**src/rtl/lcd_text_sequencer.sv**
```systemverilog
// lcd_text_sequencer
// Drives a character-LCD write engine. After power-up it writes the HD44780
// init list. Each refresh request then redraws both 16-character lines from an
// external synchronous text buffer. Every byte goes through the same handshake:
// ISSUE -> WAIT_ACK -> WAIT_IDLE. If the engine never acknowledges a strobe,
// the block latches err and parks in FAULT until reset.
//
// Ports
//   clk          sole clock, rising edge
//   reset_n      asynchronous active-low reset
//   refresh      single-cycle redraw request
//   char_addr    text buffer address (0-15 line 1, 16-31 line 2)
//   char_data    buffer data, valid one cycle after char_addr
//   lcd_send     one-cycle write strobe
//   lcd_op       00 instruction, 01 data
//   lcd_cmd      byte to write, held from strobe until the next strobe
//   lcd_busy     write engine busy
//   lcd_ready    write engine idle and past power-up
//   init_done    init list written
//   update_busy  init or redraw in progress
//   err          sticky acknowledge-timeout flag
module lcd_text_sequencer #(
    parameter int ACK_TIMEOUT   = 16,
    parameter bit CLEAR_ON_INIT = 1'b1
) (
    input  logic       clk,
    input  logic       reset_n,
    input  logic       refresh,
    output logic [4:0] char_addr,
    input  logic [7:0] char_data,
    output logic       lcd_send,
    output logic [1:0] lcd_op,
    output logic [7:0] lcd_cmd,
    input  logic       lcd_busy,
    input  logic       lcd_ready,
    output logic       init_done,
    output logic       update_busy,
    output logic       err
);

    localparam logic [1:0] INIT_LAST = CLEAR_ON_INIT ? 2'd3 : 2'd2;
    localparam int TW = (ACK_TIMEOUT > 1) ? $clog2(ACK_TIMEOUT) : 1;
    localparam logic [TW-1:0] TMO_LAST = TW'(ACK_TIMEOUT - 1);

    typedef enum logic [2:0] {
        PWR_WAIT, INIT, IDLE, ADDR1, TEXT1, ADDR2, TEXT2, FAULT
    } state_t;

    // Per-byte sub-sequence. PH_PREP waits for the engine to be free, so
    // PH_ISSUE is only ever entered with lcd_ready=1 and lcd_busy=0.
    typedef enum logic [2:0] {
        PH_PREP, PH_FETCH, PH_LATCH, PH_ISSUE, PH_WAIT_ACK, PH_WAIT_IDLE
    } phase_t;

    state_t        state_q, state_d;
    phase_t        phase_q, phase_d;
    logic [1:0]    idx_q, idx_d;
    logic [4:0]    addr_q, addr_d;
    logic [7:0]    data_q, data_d;
    logic [7:0]    cmd_q, cmd_d;
    logic [1:0]    op_q, op_d;
    logic [TW-1:0] tmr_q, tmr_d;
    logic          pending_q, pending_d;
    logic          init_done_q, init_done_d;
    logic          err_q, err_d;

    function automatic logic [7:0] init_byte(input logic [1:0] i);
        case (i)
            2'd0:    return 8'h38;
            2'd1:    return 8'h0C;
            2'd2:    return 8'h06;
            default: return 8'h01;
        endcase
    endfunction

    // Non-printable codes would show as garbage glyphs; print a space instead.
    function automatic logic [7:0] sanitize(input logic [7:0] b);
        return ((b < 8'h20) || (b > 8'h7E)) ? 8'h20 : b;
    endfunction

    assign update_busy = (state_q != IDLE) && (state_q != FAULT);
    assign lcd_send    = (phase_q == PH_ISSUE) && (state_q != FAULT);
    assign lcd_op      = op_q;
    assign lcd_cmd     = cmd_q;
    assign char_addr   = addr_q;
    assign init_done   = init_done_q;
    assign err         = err_q;

    always_ff @(posedge clk or negedge reset_n) begin
        if (!reset_n) begin
            state_q     <= PWR_WAIT;
            phase_q     <= PH_PREP;
            idx_q       <= 2'd0;
            addr_q      <= 5'd0;
            data_q      <= 8'h00;
            cmd_q       <= 8'h00;
            op_q        <= 2'b00;
            tmr_q       <= '0;
            pending_q   <= 1'b0;
            init_done_q <= 1'b0;
            err_q       <= 1'b0;
        end else begin
            state_q     <= state_d;
            phase_q     <= phase_d;
            idx_q       <= idx_d;
            addr_q      <= addr_d;
            data_q      <= data_d;
            cmd_q       <= cmd_d;
            op_q        <= op_d;
            tmr_q       <= tmr_d;
            pending_q   <= pending_d;
            init_done_q <= init_done_d;
            err_q       <= err_d;
        end
    end

    always_comb begin
        state_d     = state_q;
        phase_d     = phase_q;
        idx_d       = idx_q;
        addr_d      = addr_q;
        data_d      = data_q;
        cmd_d       = cmd_q;
        op_d        = op_q;
        tmr_d       = tmr_q;
        pending_d   = pending_q;
        init_done_d = init_done_q;
        err_d       = err_q;

        // Requests arriving mid-update collapse into a single pending redraw.
        // This includes the TEXT2 -> IDLE edge cycle, which is still busy.
        if (refresh && update_busy) begin
            pending_d = 1'b1;
        end

        unique case (state_q)
            PWR_WAIT: begin
                if (lcd_ready) begin
                    state_d = INIT;
                    phase_d = PH_PREP;
                    idx_d   = 2'd0;
                end
            end
            IDLE: begin
                if (refresh || pending_q) begin
                    state_d   = ADDR1;
                    phase_d   = PH_PREP;
                    pending_d = 1'b0;
                end
            end
            FAULT: begin
            end
            default: begin
                case (phase_q)
                    PH_FETCH: phase_d = PH_LATCH;
                    PH_LATCH: begin
                        data_d  = sanitize(char_data);
                        phase_d = PH_PREP;
                    end
                    PH_PREP: begin
                        if (lcd_ready && !lcd_busy) begin
                            phase_d = PH_ISSUE;
                            op_d    = 2'b00;
                            case (state_q)
                                INIT:    cmd_d = init_byte(idx_q);
                                ADDR1:   cmd_d = 8'h80;
                                ADDR2:   cmd_d = 8'hC0;
                                default: begin
                                    cmd_d = data_q;
                                    op_d  = 2'b01;
                                end
                            endcase
                        end
                    end
                    PH_ISSUE: begin
                        phase_d = PH_WAIT_ACK;
                        tmr_d   = '0;
                    end
                    PH_WAIT_ACK: begin
                        if (lcd_busy) begin
                            phase_d = PH_WAIT_IDLE;
                        end else if (tmr_q == TMO_LAST) begin
                            err_d   = 1'b1;
                            state_d = FAULT;
                        end else begin
                            tmr_d = tmr_q + 1'b1;
                        end
                    end
                    PH_WAIT_IDLE: begin
                        if (!lcd_busy && lcd_ready) begin
                            phase_d = PH_PREP;
                            case (state_q)
                                INIT: begin
                                    if (idx_q == INIT_LAST) begin
                                        state_d     = IDLE;
                                        init_done_d = 1'b1;
                                    end else begin
                                        idx_d = idx_q + 2'd1;
                                    end
                                end
                                ADDR1: begin
                                    state_d = TEXT1;
                                    phase_d = PH_FETCH;
                                end
                                TEXT1: begin
                                    addr_d = addr_q + 5'd1;
                                    if (addr_q == 5'd15) state_d = ADDR2;
                                    else                 phase_d = PH_FETCH;
                                end
                                ADDR2: begin
                                    state_d = TEXT2;
                                    phase_d = PH_FETCH;
                                end
                                default: begin
                                    // TEXT2: 31 + 1 wraps back to 0 for the next redraw.
                                    addr_d = addr_q + 5'd1;
                                    if (addr_q == 5'd31) state_d = IDLE;
                                    else                 phase_d = PH_FETCH;
                                end
                            endcase
                        end
                    end
                    default: phase_d = PH_PREP;
                endcase
            end
        endcase
    end

endmodule

```
**config.mk**
```make
export PLATFORM = sky130hd
export DESIGN_NAME = lcd_text_sequencer
export DESIGN_NICKNAME = d
export VERILOG_FILES = /design/src/rtl/lcd_text_sequencer.sv
export SDC_FILE = /design/constraint.sdc
export NUM_CORES = 1
export LEC_CHECK = 0
export CAP_MARGIN = 30
export CELL_PAD_IN_SITES_DETAIL_PLACEMENT = 0
export CELL_PAD_IN_SITES_GLOBAL_PLACEMENT = 1
export CORE_ASPECT_RATIO = 0.8
export CORE_MARGIN = 2
export CORE_UTILIZATION = 25
export CTS_CLUSTER_DIAMETER = 150
export DETAILED_ROUTE_END_ITERATION = 12
export GPL_TIMING_DRIVEN = 0
export MAX_ROUTING_LAYER = met4
export PLACE_DENSITY_LB_ADDON = 0.1
export SLEW_MARGIN = 10
export SYNTH_ARGS = -nofsm -noshare
export SYNTH_HDL_FRONTEND = slang
export SYNTH_SLANG_ARGS = --single-unit
```
**constraint.sdc**
```tcl
create_clock -name clk -period 4.7 [get_ports clk]
set_input_delay 0.94 -clock clk [delete_from_list [all_inputs] [get_ports clk]]
set_output_delay 0.94 -clock clk [all_outputs]
set_load 0.005 [all_outputs]
```
==> Word-level counts from Yosys, hierarchy flattened <==
Cells that the tools add are included.
{ "word_totals": {"ff_bits": 38, "word_cells": 118, "output_inout_bits": 19, "input_bits": 13} }
{ "classes": {"addsub": 3, "order_cmp": 2, "reduce_logical": 28, "bitwise_logic": 5, "n_eq_ne": 32, "n_mux": 37} }
{ "ops": {"columns": ["op", "count"], "rows": [
  ["$mux W3", 13],
  ["$pmux W8 S3", 1],
  ["$pmux W3 S3", 2],
  ["$pmux W6 S3", 1],
  ["$ne A4 B4 Y1 const B", 4],
  ["$eq A3 B3 Y1 const B", 5],
  ["$pmux W3 S5", 1],
  ["$eq A3 B2 Y1 const B", 4],
  ["$pmux W3 S4", 1],
  ["$reduce_and A4 Y1", 3],
  ["$reduce_and A6 Y1", 2],
  ["$mux W2", 5],
  ["$ne A5 B3 Y1 const B", 2],
  ["$reduce_and A10 Y1", 1],
  ["$gt A8 B7 Y1 const B", 1],
  ["$lt A8 B6 Y1 const B", 1],
  ["$mux W4", 2],
  ["$mux W8", 1],
  ["$ne A2 B2 Y1 const B", 4],
  ["$ne A8 B6 Y1 const B", 1],
  ["$pmux W4 S2", 1],
  ["$reduce_bool A2 Y1", 4],
  ["$eq A3 B1 Y1 const B", 2],
  ["$logic_not A3 Y1", 2],
  ["27 further kinds", 43]
]} }

==> Longest topological paths before layout <==
Gate-level depths: netlist (run 1).
{ "depth": {"depth_word": 6, "depth_mapped": 7, "ltp_nobuf": 7} }

==> Worst setup path before layout (run 1) <==
OpenSTA, ideal clock, no wires.
{ "synth_timing": {"path_type": "register to output", "startpoint": "register state_q[0]", "endpoint": "output port update_busy", "path_stages_with_launch": 5, "arrival_time_ps": 1079, "setup_slack_ps": 2681, "path_buffers": 2, "required_time_ps": 3760, "cell_sequence": "dfrtp_1 buf_2 buf_1 nand2_1 a21bo_2"} }
{ "synth_between": {"elab_chain_len": 2, "word_cells_on_any_way": 3, "classes_between": "eq/ne (2); reduce/logical (1)"} }
{ "synth_lines": {"columns": ["element", "line_no", "text"], "rows": [
  ["start, declared", "55", "state_t state_q, state_d;"],
  ["start signal, assigned", "103", "state_q <= state_d;"],
  ["$ne A3 B2 Y1 / $ne A3 B3 Y1 (equally long branches)", "81", "assign update_busy = (state_q != IDLE) && (state_q != FAULT);"],
  ["$logic_and A1 B1 Y1 (*)", "81", null],
  ["end, declared", "37", "output logic update_busy,"]
]} }
Mark *: on every way between the ends. The rest lies on a longest branch, timed or not.

==> Worst setup path in the final report (run 1) <==
Ends and elaborated chain as after synthesis.

==> results of run 1 <==
==> layer usage <==
layer	share of wire (%)	global-route usage, %
met1	54	20.7
met2	40	17.9
met3	5.0	2.78
met4	0.73	3.15
met5	0	-
==> cell usage after synthesis (3+ instances only) <==
cell type and instances:
a21oi_1 8, a22o_1 7, a22oi_1 6, a31oi_1 5, and3_1 3, buf_2 4, buf_6 4, clkbuf_1 3
dfrtp_1 37, ha_1 8, inv_1 8, mux2_2 3, mux2i_1 3, nand2_1 11, nand2b_1 4, nand3_1 7
nand3b_1 4, nand4_1 3, nor2_1 20, nor2b_1 4, nor3_1 3, o21ai_0 10
==> flip-flops by register name, summed over array words and instances, names as in the netlist <==
| signal | count |
|---|---|
| init_done | 1 |
| tmr_q | 4 |
| phase_q | 3 |
| pending_q | 1 |
| state_q | 3 |
| data_q | 8 |
| idx_q | 2 |
| lcd_op | 1 |
| err | 1 |
| char_addr | 5 |
| lcd_cmd | 8 |
==> power breakdown <==
group / switching, W / internal (W)
Clock: 0.000124 / 0.000214
Combinational: 0.000399 / 0.000360
Sequential: 0.0000786 / 0.000434
Total: 0.000602 / 0.00101
==> per-stage QoR <==
step / std cells / setup WS [ns]
detailed placement: 354 / 1.79
floorplan: 211 / 2.68
finish: 362 / 1.68
global route: 362 / 1.52
global placement: 353 / 1.56
CTS: 362 / 1.66
==> worst register-to-register path: stages, from the launching register on <==
cell and delay, ns:
dfrtp_1 0.38, buf_2 0.18, and3_1 0.27, nor4_4 0.58, mux2_2 0.40
==> logic make-up after synthesis <==
| logic type | Yosys count | share of synthesized area [%] |
|---|---|---|
| multiplexers | 6 | 2.99 |
| XOR/XNOR | 3 | 1.23 |
| other | 1 | 0.176 |
| AO/OA/AOI/OAI | 58 | 20.7 |
| AND/OR/NAND/NOR | 75 | 20.7 |
| adder cells (fa/ha/maj) | 8 | 4.69 |
| buffers and inverters | 23 | 6.09 |
| flip-flops | 37 | 43.4 |
==> layout make-up <==
type,instances,area [µm²]
clock inverter,3,68.8
timing repair buffer,31,323
inverter,8,30.0
sequential,37,926
fill,883,5670
tap,112,140
buffer,15,100
multi-input combinational,151,1080
clock buffer,5,68.8
==> cell usage in the layout, fill, tap and decap left out, types with 4 or more instances in the layout <==
| cell type | instances |
|---|---|
| buf_2 | 5 |
| nand3_1 | 7 |
| nand3b_1 | 4 |
| a22o_1 | 7 |
| dfrtp_1 | 37 |
| inv_1 | 8 |
| clkbuf_8 | 5 |
| buf_6 | 4 |
| nor2b_1 | 4 |
| clkdlybuf4s50_1 | 29 |
| nand2b_1 | 4 |
| ha_1 | 8 |
| a21oi_1 | 8 |
| a22oi_1 | 6 |
| a31oi_1 | 5 |
| o21ai_0 | 10 |
| nand2_1 | 11 |
| nor2_1 | 20 |
==> final timing paths <==
| check | to | slack [ns] | from |
|---|---|---|---|
| max reg2reg | lcd_cmd[7] | 2.80 | state_q[0] |
| max | update_busy | 1.68 | state_q[0] |
| max in group asynchronous | state_q[0] | 3.63 | reset_n |
| min | err | 0.48 | err |
| min reg2reg | err | 0.48 | err |
| min in group asynchronous | phase_q[1] | 0.60 | reset_n |
==> impl_results.md, run 1 <==
- Fin. max-slew vios: 0
- Crit-path max cell delay: 0.46 ns
- Crit path kind: flip-flop to output port
- Post-route DRC: 0
- Sink Count: 37
- Worst Path Buf+Inv: 3
- Drt pass-1 iters: 4
- Share of cells above drive strength 1: 15.6%
- Cells along the critical path: buf_2, buf_1, nand2_1, a21bo_2, clkdlybuf4s50_1
- Main synth FF type: dfrtp_1
- Vias per cell: 4.69
- VDD IR max: 0.160 mV
- Num rows: 30
- CP max-delay cell: clkdlybuf4s50_1
- Global-route wire length before repair: 9340 µm
- CTS Buf Count: 5
- Final Cycle Share: 64.2%
- Clk pin slew, worst setup/hold paths: 0.08 ns
- Sequential share of the synthesized area: 43.4%
- Post-CTS Setup Repair Bufs: 0
- Yosys cell types: 61
- GRT Util Overall: 13.5%
- Delay-heaviest family, CP: buffers and inverters
- Tmin final: 3.02 ns
- Async S/R FF share, synth: 100%
- EDFF count, synth: 0
- Synth warn: 0
- Port Buf Inserts: 30
- Synth area leader: dfrtp_1
- Placement-stage cell area: 0.00260 mm²
- Design area: 0.00274 mm²
- Final hold violation count: 0
- Worst reg-to-reg path cell count: 4
- TritonCTS clock tree: built
- CORE AREA: 0.00841 mm²
- Routed vias: 1696
- Power Density: 588 mW/mm²
- Seq cells post-synth: 37
- Setup TNS: 0 ns
- Io pins: 32
- Initial core utilization: 25.4%
- Mapped Cells: 211
- Max_cap viols: 0
- Syn_nets: 232
- CP Launch Type: flip-flop
- DP Wirelength: 4170 µm
- Worst min-delay path category: flip-flop to flip-flop
- Worst Path Max Fanout: 10
- Status: complete, no violations
- GPL Wtd Cong: 0.719
- Largest cells by area after synthesis: dfrtp_1, ha_1, nor2_1
- Crit path arrival time: 2.08 ns
- Hold Worst Slack: 0.481 ns
- Worst skew pair latency: 0.29 ns
- Post-Syn Area per Cell: 10.1 µm²
- Root buffer cell: clkbuf_8
- Die height: 86.7 µm
- Synth top area share: 43.4%
- Final WL: 5510 µm
- Antenna diodes: 0
- Stages on worst setup path: 5
- RSZ-0062 raised after global routing: false
- Final setup violation count: 0
- H-tree levels: 2
- Max-slew headroom: 60.2%
- Required time of the critical path: 3.76 ns
- Leak: 1.14 nW
- Die ar.: 0.00930 mm²
- Crit. End Element: output port
- Nets@finish: 270
- 1st-iter DRT viols: 84
- Routed len/inst: 15.2 µm
- Power consumption: 0.00161 W
- Area grow syn2layout: 28.1%
- Clock Tree Buf Depth: 2
- Clock Skew: 0.00624 ns
- Synthesized cell area: 0.00214 mm²
- Largest net degree at the start of global routing: 21
- WHS Path Cells: 1
- Die Width: 107 µm
- Hold_buf cts: 0
- Post-CTS Resized: 0
- Fmax: 331 MHz
- GRT Residual Overflow: 0
- Post-route core utilization: 32.5%
- Slew @ Worst Pin: 0.594 ns
- Number of global-route vias before repair: 1705
- Initial antenna violation count: 0
- Final antenna-violating net count: 0
(Power assumes the default switching activity.)
==> inputs of run 2 (changes only) <==
==> constraint.sdc (replaced) <==
create_clock -name clk -period 2.92 [get_ports clk]
set_input_delay 0.584 -clock clk [delete_from_list [all_inputs] [get_ports clk]]
set_output_delay 0.584 -clock clk [all_outputs]
set_load 0.005 [all_outputs]
==> results of run 2 <==
Same layout as run 1 (identical final DEF). Status: complete, no violations.
Among the figures that moved: setup slack after placement 1.79 ns -> 0.365 ns; setup slack after layout 1.68 ns -> 0.259 ns; hold slack 0.481 ns -> 0.239 ns; register-to-register setup slack 2.80 ns -> 1.02 ns; total power 0.00161 W -> 0.00259 W; worst IR drop on VDD 0.160 mV -> 0.258 mV
